<file path="config.mk">
export PLATFORM = sky130hd
export DESIGN_NAME = fft2d_seq_ctrl
export DESIGN_NICKNAME = d
export VERILOG_FILES = /design/src/rtl/fft2d_seq_ctrl.sv
export SDC_FILE = /design/constraint.sdc
export NUM_CORES = 1
export LEC_CHECK = 0
export ABC_AREA = 1
export BUFFER_PORTS_ARGS = -buffer_cell sky130_fd_sc_hd__buf_2
export CAP_MARGIN = 5
export CELL_PAD_IN_SITES_DETAIL_PLACEMENT = 0
export CELL_PAD_IN_SITES_GLOBAL_PLACEMENT = 1
export CORE_MARGIN = 3
export CORE_UTILIZATION = 38
export CTS_CLUSTER_DIAMETER = 60
export DETAILED_ROUTE_END_ITERATION = 7
export HOLD_SLACK_MARGIN = 0.05
export PLACE_DENSITY_LB_ADDON = 0.1
export RECOVER_POWER = 50
export SLEW_MARGIN = 30
export SYNTH_ARGS = -nofsm -noshare
export SYNTH_HDL_FRONTEND = slang
export SYNTH_SLANG_ARGS = --single-unit
export TNS_END_PERCENT = 100
</file>
<file path="constraint.sdc">
create_clock -name clk -period 1.8 [get_ports clk]
set_clock_uncertainty 0.2 [all_clocks]
set_input_delay 0.36 -clock clk [delete_from_list [all_inputs] [get_ports clk]]
set_output_delay 0.36 -clock clk [all_outputs]
set_load 0.05 [all_outputs]
</file>
<file path="src/rtl/fft2d_seq_ctrl.sv">
// rtl/fft2d_seq_ctrl.sv - two-pass (row then column) 2D FFT sequencing controller
module fft2d_seq_ctrl #(
  parameter int          N       = 128,
  parameter int          LOG2N   = 7,
  parameter logic [15:0] FWD_CFG = 16'h0001
) (
  input  logic               clk,
  input  logic               reset,
  input  logic               start,
  output logic               busy,
  output logic               done,
  output logic               pass,
  output logic [15:0]        cfg_tdata,
  output logic               cfg_tvalid,
  input  logic               cfg_tready,
  output logic               rd_en,
  output logic [2*LOG2N-1:0] rd_addr,
  output logic               s_tvalid,
  output logic               s_tlast,
  input  logic               s_tready,
  input  logic               m_tvalid,
  input  logic               m_tlast,
  output logic               wr_en,
  output logic [2*LOG2N-1:0] wr_addr,
  output logic               err
);

  localparam int             AW            = 2 * LOG2N;
  localparam logic [AW-1:0]  LAST_SAMPLE   = {AW{1'b1}};
  localparam logic [AW-1:0]  ONE           = AW'(1);
  localparam logic [LOG2N-1:0] LAST_IN_FRAME = LOG2N'(N - 1);

  typedef enum logic [2:0] {
    S_IDLE,
    S_CFG0,
    S_RUN0,
    S_CFG1,
    S_RUN1,
    S_FIN
  } state_t;

  state_t state, state_nxt;

  logic [AW-1:0] fc;
  logic [AW-1:0] oc;
  logic          issued_all;
  logic          in_cfg;
  logic          in_run;
  logic          advance;
  logic          out_acc;
  logic          pass_end;
  logic          start_acc;

  // State register
  always_ff @(posedge clk or negedge reset) begin
    if (!reset) state <= S_IDLE;
    else        state <= state_nxt;
  end

  // Next-state and state-decoded outputs
  always_comb begin
    state_nxt  = state;
    busy       = 1'b1;
    done       = 1'b0;
    pass       = 1'b0;
    cfg_tvalid = 1'b0;
    in_cfg     = 1'b0;
    in_run     = 1'b0;
    start_acc  = 1'b0;
    case (state)
      S_IDLE: begin
        busy      = 1'b0;
        start_acc = start;
        if (start) state_nxt = S_CFG0;
      end
      S_CFG0: begin
        cfg_tvalid = 1'b1;
        in_cfg     = 1'b1;
        if (cfg_tready) state_nxt = S_RUN0;
      end
      S_RUN0: begin
        in_run = 1'b1;
        if (pass_end) state_nxt = S_CFG1;
      end
      S_CFG1: begin
        pass       = 1'b1;
        cfg_tvalid = 1'b1;
        in_cfg     = 1'b1;
        if (cfg_tready) state_nxt = S_RUN1;
      end
      S_RUN1: begin
        pass   = 1'b1;
        in_run = 1'b1;
        if (pass_end) state_nxt = S_FIN;
      end
      S_FIN: begin
        done      = 1'b1;
        state_nxt = S_IDLE;
      end
      default: begin
        busy      = 1'b0;
        state_nxt = S_IDLE;
      end
    endcase
  end

  // Feed/drain qualifiers and memory-facing addresses
  always_comb begin
    cfg_tdata = FWD_CFG;
    advance   = in_run && !issued_all && (!s_tvalid || s_tready);
    out_acc   = in_run && m_tvalid;
    pass_end  = out_acc && (oc == LAST_SAMPLE);
    rd_en     = advance;
    wr_en     = out_acc;
    wr_addr   = oc;
    // Column pass walks the row-major buffer transposed
    if (pass) rd_addr = {fc[LOG2N-1:0], fc[AW-1:LOG2N]};
    else      rd_addr = fc;
  end

  // Feed counter; issued_all stops re-feeding once fc wraps past the last sample
  always_ff @(posedge clk or negedge reset) begin
    if (!reset) begin
      fc         <= '0;
      issued_all <= 1'b0;
    end else if (in_cfg) begin
      fc         <= '0;
      issued_all <= 1'b0;
    end else if (advance) begin
      fc <= fc + ONE;
      if (fc == LAST_SAMPLE) issued_all <= 1'b1;
    end
  end

  // Input-channel valid/last: the read data appears one cycle after rd_en
  always_ff @(posedge clk or negedge reset) begin
    if (!reset) begin
      s_tvalid <= 1'b0;
      s_tlast  <= 1'b0;
    end else if (advance) begin
      s_tvalid <= 1'b1;
      s_tlast  <= (fc[LOG2N-1:0] == LAST_IN_FRAME);
    end else if (s_tready) begin
      s_tvalid <= 1'b0;
      s_tlast  <= 1'b0;
    end
  end

  // Output counter, one write address per accepted core output
  always_ff @(posedge clk or negedge reset) begin
    if (!reset)       oc <= '0;
    else if (in_cfg)  oc <= '0;
    else if (out_acc) oc <= oc + ONE;
  end

  // Sticky framing error; cleared only by reset or an accepted start
  always_ff @(posedge clk or negedge reset) begin
    if (!reset)
      err <= 1'b0;
    else if (start_acc)
      err <= 1'b0;
    else if (out_acc && (m_tlast != (oc[LOG2N-1:0] == LAST_IN_FRAME)))
      err <= 1'b1;
  end

endmodule

</file>
# == Word level (Yosys, flattened, before mapping) ==
# Cells that the tools add are included.
# W data, S select, Z words.
# classes
n_addsub,2
mul,0
n_div,0
order_cmp,0
eq_ne,15
shifts,0
mux,25
bitwise,0
reduce_logical,20
# ops
op,n
$mux W14,5
$add A14 B1 Y14 const B,2
$eq A14 B14 Y1 const B,2
$mux W3,5
$pmux W3 S5,1
$eq A7 B7 Y1 const B,2
$mux W1,14
$ne A2 B2 Y1 const B,5
$reduce_bool A2 Y1,5
$eq A3 B2 Y1 const B,2
$eq A3 B3 Y1 const B,2
$reduce_or A2 Y1,3
$logic_and A1 B1 Y1,5
$reduce_and A5 Y1,1
$reduce_or A5 Y1,1
$eq A3 B1 Y1 const B,1
$logic_not A3 Y1,1
$logic_not A1 Y1,2
$reduce_and A2 Y1,1
$logic_or A1 B1 Y1,1
$ne A1 B1 Y1,1
# totals
ff_bits,35
latch_bits,0
ramBits,0
rom_bits,0
n_memories,0

# == Depth between registers and ports, before layout ==
# Gate-level depths: netlist of the first run.
# logic_depth
ltp_word,7
mapped_depth,9

# == Worst setup path before layout of the first run ==
# Ideal clock, no wire load.
# synth_path
path_type,register -> output
start,reg state[1]
end,out rd_addr[10]
arrival_ns,2.059
setup_slack_ns,-0.819
stages_incl_launch_ff,5
path_cell_list,dfrtp_1 nand3_1 nand2_1 buf_2 o21ai_0
# synth_between
elab_chain_cells,4
word_cells_on_any_way,5
# synth_lines
item,line,rtl
"start, declared",42,"state_t state, state_nxt;"
"start signal, assigned",57,else state <= state_nxt;
$eq A3 B3 Y1 or $eq A3 B2 Y1 (tied branches),70,case (state)
$reduce_or A2 Y1 (no line) *,--,
$mux W1 *,70,
net pass,12,"output logic pass,"
$mux W14 *,117,"if (pass) rd_addr = {fc[LOG2N-1:0], fc[AW-1:LOG2N]};"
"end, declared",17,"output logic [2*LOG2N-1:0] rd_addr,"
# The timed path passes the listed nets; every way through them passes the cells marked *.

# == Worst setup path in the final report of the first run ==
# layout_path
start,reg state[0]
end,out rd_addr[6]
# layout_between
elab_chain_cells,4
word_cells_on_any_way,5
# layout_lines
item,line
$eq A3 B3 Y1 or $eq A3 B2 Y1 (tied branches),70
$reduce_or A2 Y1 (no line) *,--
$mux W1 *,70
$mux W14 *,117
# Every way passes the cells marked *; elsewhere a longest branch is shown, timed or not.

==> results.sh, run 1 <==
export IMPL_fmax_mhz=477
export IMPL_max_slew_margin_pct=43.1
export IMPL_avgSynthCellArea_um2=7.06
export IMPL_async_flop_share_pct=100
export IMPL_synth_commonest_cells="86 x nand2_1, 37 x inv_1, 35 x dfrtp_1"
export IMPL_r2r_cells=11
export IMPL_hold_violations=0
export IMPL_htreeDepth=2
export IMPL_powerDensity_nw_per_um2=1470
export IMPL_status="finished, violations left"
export IMPL_arrival_ns=1.54
export IMPL_port_buffers=43
export IMPL_synth_cell_types=30
export IMPL_synthCells=341
export IMPL_yosysWarnings=0
export IMPL_synthAdderAreaFrac_pct=1.04
export IMPL_vias=2536
export IMPL_intPower_mw=2.73
export IMPL_wl_per_cell_um=13.8
export IMPL_area_delta_synth_final_pct=50.5
export IMPL_drtPass1Iterations=4
export IMPL_cts_sinks=35
export IMPL_pwr_share_comb_pct=69.9
export IMPL_slew_viol_final=0
export IMPL_share_seq_of_total_power_pct=19.4
export IMPL_switchingPower_mw=2.59
export IMPL_place_gp_congestion=0.847
export IMPL_grt_max_degree=36
export IMPL_startpoint_type="register"
export IMPL_post_route_min_period_ns=2.10
export IMPL_cts_tree="done"
export IMPL_drc=0
export IMPL_yosys_area_top_type="dfrtp_1"
export IMPL_dp_hpwl_mm=4.99
export IMPL_setup_viol=33
export IMPL_overflow=0
export IMPL_r2r_start="state[1]"
export IMPL_path_cells="nor2_4, nand2_2, nand2_4, buf_12, buf_8, a21oi_4, buf_6"
export IMPL_routed_wl_mm=7.00
export IMPL_post_place_ws_ns=-0.113
export IMPL_reg2reg_to="wr_addr[11]"
export IMPL_clk_pin_slew_worst_paths_ns=0.07
export IMPL_numCtsBuffers=5
export IMPL_dieArea_um2=7320
export IMPL_cp_required_ns=1.24
export IMPL_synth_xor_area_share_pct=0.364
export IMPL_leakagePower_nw=1.66
export IMPL_postPlaceCellArea_um2=3050
export IMPL_synth_simple_area_share_pct=35.4
export IMPL_rows=28
export IMPL_post_route_period_util_pct=116
export IMPL_io_pins=60
export IMPL_cp_startpoint="state[0]"
export IMPL_clock_latency_ns=0.29
export IMPL_ant_nets=0
export IMPL_hold_path_class="in -> reg"
export IMPL_place_inst=484
export IMPL_yosysSeqAreaShare_pct=36.4
export IMPL_slowest_stage="dfrtp_1"
export IMPL_critPathMaxFanout=9
export IMPL_synthMuxAreaShare_pct=0
export IMPL_critical_path_class="reg -> out"
export IMPL_cp_top_family="buffers and inverters"
export IMPL_synth_compound_area_share_pct=11.8
export IMPL_fin_tns_setup_ns=-5.41
export IMPL_die_h_um=85.6
export IMPL_grt_pass1_wl_mm=11.3
export IMPL_power_mw=5.32
export IMPL_floorplan_core_area_um2=6030
export IMPL_cts_buffer_depth=2
export IMPL_antenna_found_initial=0
export IMPL_routed_via_density=4.99
export IMPL_grt_pass1_vias=2292
export IMPL_tightest_slew_ns=0.854
export IMPL_fin_ws_ns=-0.296
export IMPL_stdcell_count=508
export IMPL_cp_depth=7
export IMPL_synth_area_um2=2410
export IMPL_die_w_um=85.6
export IMPL_antenna_cells=0
export IMPL_slowest_delay_ns=0.43
export IMPL_yosysMostFrequentCell="nand2_1"
export IMPL_grt_use_total_pct=19.6
export IMPL_drive_gt1_share_pct=37.0
export IMPL_critPathBufInv=3
export IMPL_max_cap_violations=0
export IMPL_drt_iter0_drc=148
export IMPL_design_area_um2=3620
export IMPL_cts_root_buffer="clkbuf_8"
export IMPL_p_sw_share_pct=48.6
export IMPL_synth_top_area_share_pct=36.4
export IMPL_vdd_ir_drop_max_v=0.00140
export IMPL_rsz0062_at_grt="true"
export IMPL_initial_utilization_pct=39.9
export IMPL_synth_area_leaders="dfrtp_1 36%, nand2_1 13%, nand3_1 6.4%"
export IMPL_synth_edf_count=0
export IMPL_synth_seq_cells=35
export IMPL_synth_top_family_by_area="simple AND/OR/NAND/NOR gates"
export IMPL_timing_reg2reg_setup_slack_ns=-0.07
export IMPL_p_clk_share_pct=10.7
export IMPL_synth_flop_cell="dfrtp_1"
export IMPL_setup_worst_path_end="rd_addr[6]"
export IMPL_endpoint_kind="primary output"
export IMPL_violations="setup timing"
export IMPL_fin_nets=441
## final cells by class
cell class	instances	area [µm²]
flip-flops and latches	35	881
multi-input cells	254	1520
clock buffers	7	76.3
repair buffers	94	867
inverters	42	183
clock inverters	1	5.00
fillers	574	2400
well taps	75	93.8
## sequential cells by signal, indices dropped and copies added, names as in the netlist
name and cells:
wr_addr 14, s_tvalid 1, err 1, state 3, issued_all 1, fc 14, s_tlast 1
## power groups by stage
stage	Sequential [mW]	Clock, mW	Combinational, mW
global placement	1.04	0	2.62
CTS	1.03	0.598	3.24
global route	1.05	0.633	3.95
detailed placement	1.05	0	2.64
finish	1.03	0.569	3.72
floorplan	1.20	0	1.76
## worst min path at each step
stage,start,to,slack (ns),cells past startpoint
finish,cfg_tready,state[0],0.14,4
global route,cfg_tready,state[0],0.15,4
CTS,s_tready,s_tlast,0.14,4
detailed placement,reset,err,0.15,2
global placement,reset,err,0.14,2
floorplan,reset,err,-0.14,0
## layer usage
metal | track usage (%) | vias to the layer above | routed length, µm
met5 | 0 | - | 0
met4 | 4.75 | 0 | 64
met2 | 29.2 | 76 | 3140
li1 | - | 1272 | -
met3 | 3.75 | 6 | 474
met1 | 29.4 | 1182 | 3310
## worst reg2reg max path: cells and delay by family, from the launching register on
kind	cells	cell delay [ns]
buffers and inverters	6	0.68
flip-flops	1	0.44
AND/OR/NAND/NOR	4	0.32
AO/OA/AOI/OAI	1	0.12
## per-stage QoR
step                      util [%]  hold WS [ns]
after detailed placement      50.7         0.147
after global placement        50.7         0.144
after global routing          60.1         0.148
final                         60.1         0.139
after floorplan                  -        -0.136
after CTS                     57.0         0.138
## layout by cell type, fill, tap and decap left out, drive strengths merged
master       count
dlygate4sd3      1
nand4           15
nor3             9
conb            16
nand2           92
clkinv           3
xor2             1
a21oi            9
o31ai            1
buf             92
a31oi            1
nand3           34
dfrtp           35
clkbuf           8
o21ai           37
inv             40
o21a             2
nor2            35
ha               2
## repair_timing
| item | in CTS | in global routing |
|---|---|---|
| pin swaps | 2 | 14 |
| setup endpoints to repair | 29 | 51 |
| hold buffers | 1 | 0 |
| gates resized for setup | 67 | 38 |
| hold endpoints to repair | 35 | 0 |
| cloned | 0 | 1 |
| buffers inserted | 8 | 6 |
## cells by family (layout without fill, tap and decap cells)
kind of cell | after synthesis | count (layout)
AO/OA/AOI/OAI | 50 | 50
XOR/XNOR | 1 | 1
other | 2 | 16
flip-flops | 35 | 35
buffers and inverters | 66 | 144
AND/OR/NAND/NOR | 185 | 185
adder cells (fa/ha/maj) | 2 | 2
No activity file was read; power rests on OpenSTA's default activity.
==> run 2, diff against run 1 <==
--- a/config.mk
+++ b/config.mk
@@ -5,13 +5,12 @@
 export SDC_FILE = /design/constraint.sdc
 export NUM_CORES = 1
 export LEC_CHECK = 0
-export ABC_AREA = 1
 export BUFFER_PORTS_ARGS = -buffer_cell sky130_fd_sc_hd__buf_2
 export CAP_MARGIN = 5
 export CELL_PAD_IN_SITES_DETAIL_PLACEMENT = 0
 export CELL_PAD_IN_SITES_GLOBAL_PLACEMENT = 1
 export CORE_MARGIN = 3
-export CORE_UTILIZATION = 38
+export CORE_UTILIZATION = 39
 export CTS_CLUSTER_DIAMETER = 60
 export DETAILED_ROUTE_END_ITERATION = 7
 export HOLD_SLACK_MARGIN = 0.05
==> run 2 against run 1 <==
  * Non-clock buffer count is 11 higher
  * Count of clock-buffer cells in the layout stayed put
  * Sequential power is 4% lower
  * Maximum frequency is 11% lower
  * Setup slack worse by 0.25 ns
  * Combinational power is 13% lower
  * Final area is 2.9% lower
  * Die area is 12% lower
  * Sequential share of layout area is 1.1 points higher
  * Clock power is 2% lower
  * Critical path type unchanged
  * Area after synthesis is 10% lower
  * Hold slack worse by 0.017 ns
  * The flow still finishes with violations (setup timing)
==> results.sh, run 2 <==
export IMPL_yosys_area_top_type="dfrtp_1"
export IMPL_yosysSeqAreaShare_pct=40.5
export IMPL_cts_buffer_depth=2
export IMPL_tightest_slew_ns=0.839
export IMPL_synthCells=227
export IMPL_hold_violations=0
export IMPL_drive_gt1_share_pct=59.1
export IMPL_p_sw_share_pct=44.6
export IMPL_vdd_ir_drop_max_v=0.000957
export IMPL_leakagePower_nw=1.57
export IMPL_routed_wl_mm=6.26
export IMPL_port_buffers=43
export IMPL_r2r_cells=9
export IMPL_cp_required_ns=1.24
export IMPL_antenna_found_initial=0
export IMPL_synth_area_leaders="dfrtp_1 41%, mux2_2 6.3%, buf_4 5.9%"
export IMPL_critical_path_class="reg -> out"
export IMPL_dieArea_um2=6470
export IMPL_vias=2091
export IMPL_fin_nets=336
export IMPL_synth_area_um2=2160
export IMPL_share_seq_of_total_power_pct=20.5
export IMPL_synth_flop_cell="dfrtp_1"
export IMPL_synth_edf_count=0
export IMPL_rsz0062_at_grt="true"
export IMPL_grt_use_total_pct=20.0
export IMPL_hold_path_class="in -> reg"
export IMPL_rows=26
export IMPL_htreeDepth=2
export IMPL_cts_sinks=35
export IMPL_critPathMaxFanout=7
export IMPL_slew_viol_final=0
export IMPL_clk_pin_slew_worst_paths_ns=0.07
export IMPL_final_cell_mix="40 x buf_4, 29 x buf_6, 22 x buf_2"
export IMPL_startpoint_type="register"
export IMPL_setup_viol=46
export IMPL_antenna_cells=0
export IMPL_yosysWarnings=0
export IMPL_drtPass1Iterations=4
export IMPL_dp_hpwl_mm=4.02
export IMPL_switchingPower_mw=2.14
export IMPL_status="finished, violations left"
export IMPL_pwr_share_comb_pct=67.8
export IMPL_holdPathStages=2
export IMPL_max_cap_violations=0
export IMPL_routed_via_density=5.25
export IMPL_final_util_pct=67.2
export IMPL_endpoint_kind="primary output"
export IMPL_initial_utilization_pct=41.3
export IMPL_worstHoldEndpoint="state[0]"
export IMPL_r2r_start="state[2]"
export IMPL_die_w_um=80.4
export IMPL_clock_latency_ns=0.29
export IMPL_max_slew_margin_pct=44.1
export IMPL_power_mw=4.79
export IMPL_yosysMostFrequentCell="dfrtp_1"
export IMPL_hold_path_startpoint="cfg_tready"
export IMPL_synth_seq_cells=35
export IMPL_timing_reg2reg_setup_slack_ns=-0.41
export IMPL_final_common_cell="buf_4"
export IMPL_holdWs_ns=0.122
export IMPL_numCtsBuffers=5
export IMPL_overflow=0
export IMPL_fin_ws_ns=-0.551
export IMPL_area_delta_synth_final_pct=62.8
export IMPL_intPower_mw=2.65
export IMPL_die_h_um=80.4
export IMPL_place_gp_congestion=0.782
export IMPL_wl_per_cell_um=15.7
export IMPL_cts_tree="done"
export IMPL_ant_nets=0
export IMPL_fin_tns_setup_ns=-15.35
export IMPL_io_pins=60
export IMPL_synth_commonest_cells="35 x dfrtp_1, 22 x nand2_1, 17 x buf_4"
export IMPL_grt_pass1_wl_mm=9.99
export IMPL_synth_cell_types=44
export IMPL_async_flop_share_pct=100
export IMPL_powerDensity_nw_per_um2=1360
export IMPL_reg2reg_to="fc[8]"
export IMPL_fmax_mhz=425
export IMPL_avgSynthCellArea_um2=9.52
export IMPL_grt_pass1_vias=1969
export IMPL_floorplan_core_area_um2=5240
export IMPL_drt_iter0_drc=57
export IMPL_cts_root_buffer="clkbuf_8"
export IMPL_post_route_min_period_ns=2.35
export IMPL_synth_top_area_share_pct=40.5
export IMPL_grt_max_degree=24
export IMPL_drc=0
export IMPL_arrival_ns=1.79
export IMPL_post_route_period_util_pct=131
export IMPL_violations="setup timing"
export IMPL_p_clk_share_pct=11.7
[run 2: worst max-delay path by stage]
stage | depth (start not counted) | from | end
global route | 7 | state[0] | rd_addr[12]
detailed placement | 6 | state[2] | rd_addr[4]
CTS | 7 | state[0] | rd_addr[11]
floorplan | 6 | state[2] | rd_addr[13]
finish | 7 | state[0] | rd_addr[12]
global placement | 6 | state[2] | rd_addr[3]
[run 2: logic make-up (layout without fill, tap and decap cells)]
group                    Yosys count  in the layout  share of synthesized area [%]
XOR/XNOR                          11             11                           5.33
AND/OR/NAND/NOR                   87             87                           22.6
adder cells (fa/ha/maj)            2              2                           1.16
flip-flops                        35             35                           40.5
AO/OA/AOI/OAI                     41             41                           12.3
buffers and inverters             34            121                           10.1
other                              2             16                          0.348
multiplexers                      15             15                           7.64
[run 2: critical path, cell delays in order, from the launching register on]
cell	delay [ns]
dfrtp_2	0.44
nand2b_4	0.09
inv_4	0.04
a22oi_2	0.18
buf_4	0.16
buf_16	0.13
mux2_4	0.31
buf_8	0.15
[run 2: power by group through the flow]
stage          Clock [mW]  Sequential (mW)  Combinational (mW)
2_1_floorplan           0             1.10                1.36
3_3_place_gp            0            0.987                2.15
3_5_place_dp            0            0.989                2.16
4_1_cts             0.577            0.968                3.15
5_1_grt             0.619            0.997                3.43
6_report            0.559            0.985                3.25
[run 2: metrics by stage]
step | setup WS, ns | cells | cell area [µm²]
5_1_grt | -0.615 | 398 | 3520
2_1_floorplan | -0.393 | 241 | 2360
3_3_place_gp | -0.266 | 369 | 2800
3_5_place_dp | -0.291 | 369 | 2800
6_report | -0.551 | 398 | 3520
4_1_cts | -0.574 | 398 | 3390
[run 2: final cells by class]
cell class,instances,area [µm²]
clock inverters,1,5.00
well taps,70,87.6
inverters,8,40.0
fillers,403,1720
flip-flops and latches,35,893
repair buffers,105,948
multi-input cells,172,1470
clock buffers,7,76.3
[run 2: metal layers]
layer / vias up / wire [µm] / GRT usage (%) / share of wire [%]
met3: 6 / 315 / 3.14 / 5.0
met4: 0 / 64 / 6.59 / 1.0
met2: 58 / 3030 / 32.5 / 48
li1: 993 / - / - / -
met5: - / 0 / 0 / 0
met1: 1034 / 2850 / 27.0 / 46
[run 2: repair_timing]
| item | CTS | global route |
|---|---|---|
| pin swaps | 15 | 14 |
| endpoints found under the hold margin | 14 | 0 |
| hold buffers | 1 | 0 |
| buffers inserted | 20 | 6 |
| gates cloned | 1 | 0 |
| gates resized for setup | 91 | 38 |
| setup endpoints to repair | 40 | 47 |
==> run 3, diff against run 2 <==
--- a/config.mk
+++ b/config.mk
@@ -10,10 +10,10 @@
 export CELL_PAD_IN_SITES_DETAIL_PLACEMENT = 0
 export CELL_PAD_IN_SITES_GLOBAL_PLACEMENT = 1
 export CORE_MARGIN = 3
-export CORE_UTILIZATION = 39
+export CORE_UTILIZATION = 35
 export CTS_CLUSTER_DIAMETER = 60
 export DETAILED_ROUTE_END_ITERATION = 7
-export HOLD_SLACK_MARGIN = 0.05
+export MAX_ROUTING_LAYER = met4
 export PLACE_DENSITY_LB_ADDON = 0.1
 export RECOVER_POWER = 50
 export SLEW_MARGIN = 30
==> constraint.sdc (replaced) <==
create_clock -name clk -period 1.9 [get_ports clk]
set_clock_uncertainty 0.2 [all_clocks]
set_input_delay 0.38 -clock clk [delete_from_list [all_inputs] [get_ports clk]]
set_output_delay 0.38 -clock clk [all_outputs]
set_load 0.05 [all_outputs]
==> run 3 against run 2 <==
  * The run still ends with setup timing left
  * Power down 4.8%
  * Sequential share of layout area hardly changed
  * Combinational power decreased by 4%
  * First-iteration DRC count up 26%
  * Wire length unchanged
  * Hold slack better by 0.039 ns
  * Final area shrank 0.68%
  * Largest power group unchanged
==> results.sh, run 3 (synthesis results as in run 2) <==
export IMPL_grt_use_total_pct=18.6
export IMPL_area_delta_synth_final_pct=61.7
export IMPL_cts_sinks=35
export IMPL_stdcell_count=395
export IMPL_vias=2049
export IMPL_fin_nets=332
export IMPL_rows=27
export IMPL_cts_root_buffer="clkbuf_8"
export IMPL_io_pins=60
export IMPL_cts_tree="done"
export IMPL_die_w_um=84.6
export IMPL_startpoint_type="register"
export IMPL_endpoint_kind="primary output"
export IMPL_fin_ws_ns=-0.465
export IMPL_routed_wl_mm=6.26
export IMPL_powerDensity_nw_per_um2=1310
export IMPL_antenna_found_initial=0
export IMPL_vdd_ir_drop_max_v=0.000572
export IMPL_die_h_um=84.6
export IMPL_leakagePower_nw=1.59
export IMPL_antenna_cells=0
export IMPL_cts_buffer_depth=2
export IMPL_place_inst=367
export IMPL_routed_via_density=5.19
export IMPL_clk_pin_slew_worst_paths_ns=0.08
export IMPL_arrival_ns=1.79
export IMPL_floorplan_core_area_um2=5740
export IMPL_power_mw=4.56
export IMPL_grt_pass1_vias=2038
export IMPL_drive_gt1_share_pct=55.4
export IMPL_grt_pass1_wl_mm=10.3
export IMPL_ant_nets=0
export IMPL_critical_path_class="reg -> out"
export IMPL_hold_path_class="in -> reg"
export IMPL_drtPass1Iterations=4
export IMPL_critPathMaxFanout=7
export IMPL_numCtsBuffers=5
export IMPL_post_route_period_util_pct=124
export IMPL_violations="setup timing"
export IMPL_initial_utilization_pct=37.6
export IMPL_setup_viol=41
export IMPL_final_common_cell="buf_4"
export IMPL_grt_max_degree=24
export IMPL_final_cell_mix="33 x buf_4, 31 x buf_6, 27 x dfrtp_1"
export IMPL_wl_per_cell_um=15.9
export IMPL_fmax_mhz=423
export IMPL_place_gp_congestion=0.758
export IMPL_max_cap_violations=0
export IMPL_htreeDepth=2
export IMPL_post_route_min_period_ns=2.37
export IMPL_drc=0
export IMPL_max_slew_margin_pct=49.9
export IMPL_holdWs_ns=0.161
export IMPL_hold_violations=0
export IMPL_drt_iter0_drc=72
export IMPL_status="finished, violations left"
export IMPL_slew_viol_final=0
export IMPL_port_buffers=43
export IMPL_tightest_slew_ns=0.751
export IMPL_dp_hpwl_mm=4.13
export IMPL_post_place_ws_ns=-0.192
export IMPL_overflow=0
export IMPL_rsz0062_at_grt="true"
export IMPL_cp_required_ns=1.32
export IMPL_dieArea_um2=7150
export IMPL_clock_latency_ns=0.29
-- run 3: changes by cell type in the layout (fill, tap and decap cells not counted), moves of 3 or more --
cell,change
buf_4,-7
o31ai_1,+4
dfrtp_2,-6
o31ai_2,-3
dfrtp_1,+6
-- run 3: cell type report --
class,count,area (µm²)
clock buffer,7,76.3
fill,491,2250
inverter,8,40.0
multi-input combinational,172,1480
sequential,35,886
tap,72,90.1
timing repair buffer,101,918
-- run 3: per-stage QoR --
stage               TNS (ns)  area (µm²)  utilization, %
floorplan              -3.18        2340               -
global placement       -3.18        2730            47.5
detailed placement     -3.55        2730            47.5
CTS                    -9.39        3320            57.8
global route          -14.63        3490            60.8
finish                -11.49        3490            60.8
-- run 3: timing repair --
action / CTS / global route
gates resized for setup: 88 / 41
hold buffers: 1 / 0
cloned: 1 / 0
setup buffers: 24 / 8
endpoints found under the hold margin: 11 / 0
setup endpoints to repair: 36 / 49
pin swaps: 35 / 18
-- run 3: layer usage --
layer	part of all wire (%)	GRT usage, %	vias to the layer above
met2	48	28.7	60
met1	46	24.5	1004
met4	1.3	6.04	0
met3	4.6	3.73	5
li1	-	-	980
met5	0	-	-
-- run 3: report_power, final --
group / internal [mW] / switching, mW / leakage [nW]
clock: 0.253 / 0.278 / 0.0383
sequential: 0.832 / 0.0800 / 0.467
combinational: 1.41 / 1.71 / 1.08
total: 2.50 / 2.07 / 1.59
-- run 3: final timing paths --
| path | startpoint | end | slack, ns | cells past startpoint |
|---|---|---|---|---|
| setup / recovery | state[0] | rd_addr[8] | -0.47 | 7 |
| hold / removal | start | err | 0.16 | 4 |
| setup reg to reg | state[2] | fc[12] | -0.30 | 9 |
| hold reg to reg | s_tlast | s_tlast | 0.33 | 2 |
| max in group asynchronous | reset | wr_addr[7] | 0.24 | 3 |
| min in group asynchronous | reset | wr_addr[1] | 0.46 | 2 |
-- run 3: critical path, cell delays in order (launching register included) --
cell      delay (ns)
dfrtp_1         0.42
nand2b_4        0.10
inv_4           0.03
a22oi_2         0.17
buf_4           0.16
buf_16          0.13
mux2_4          0.31
buf_6           0.15
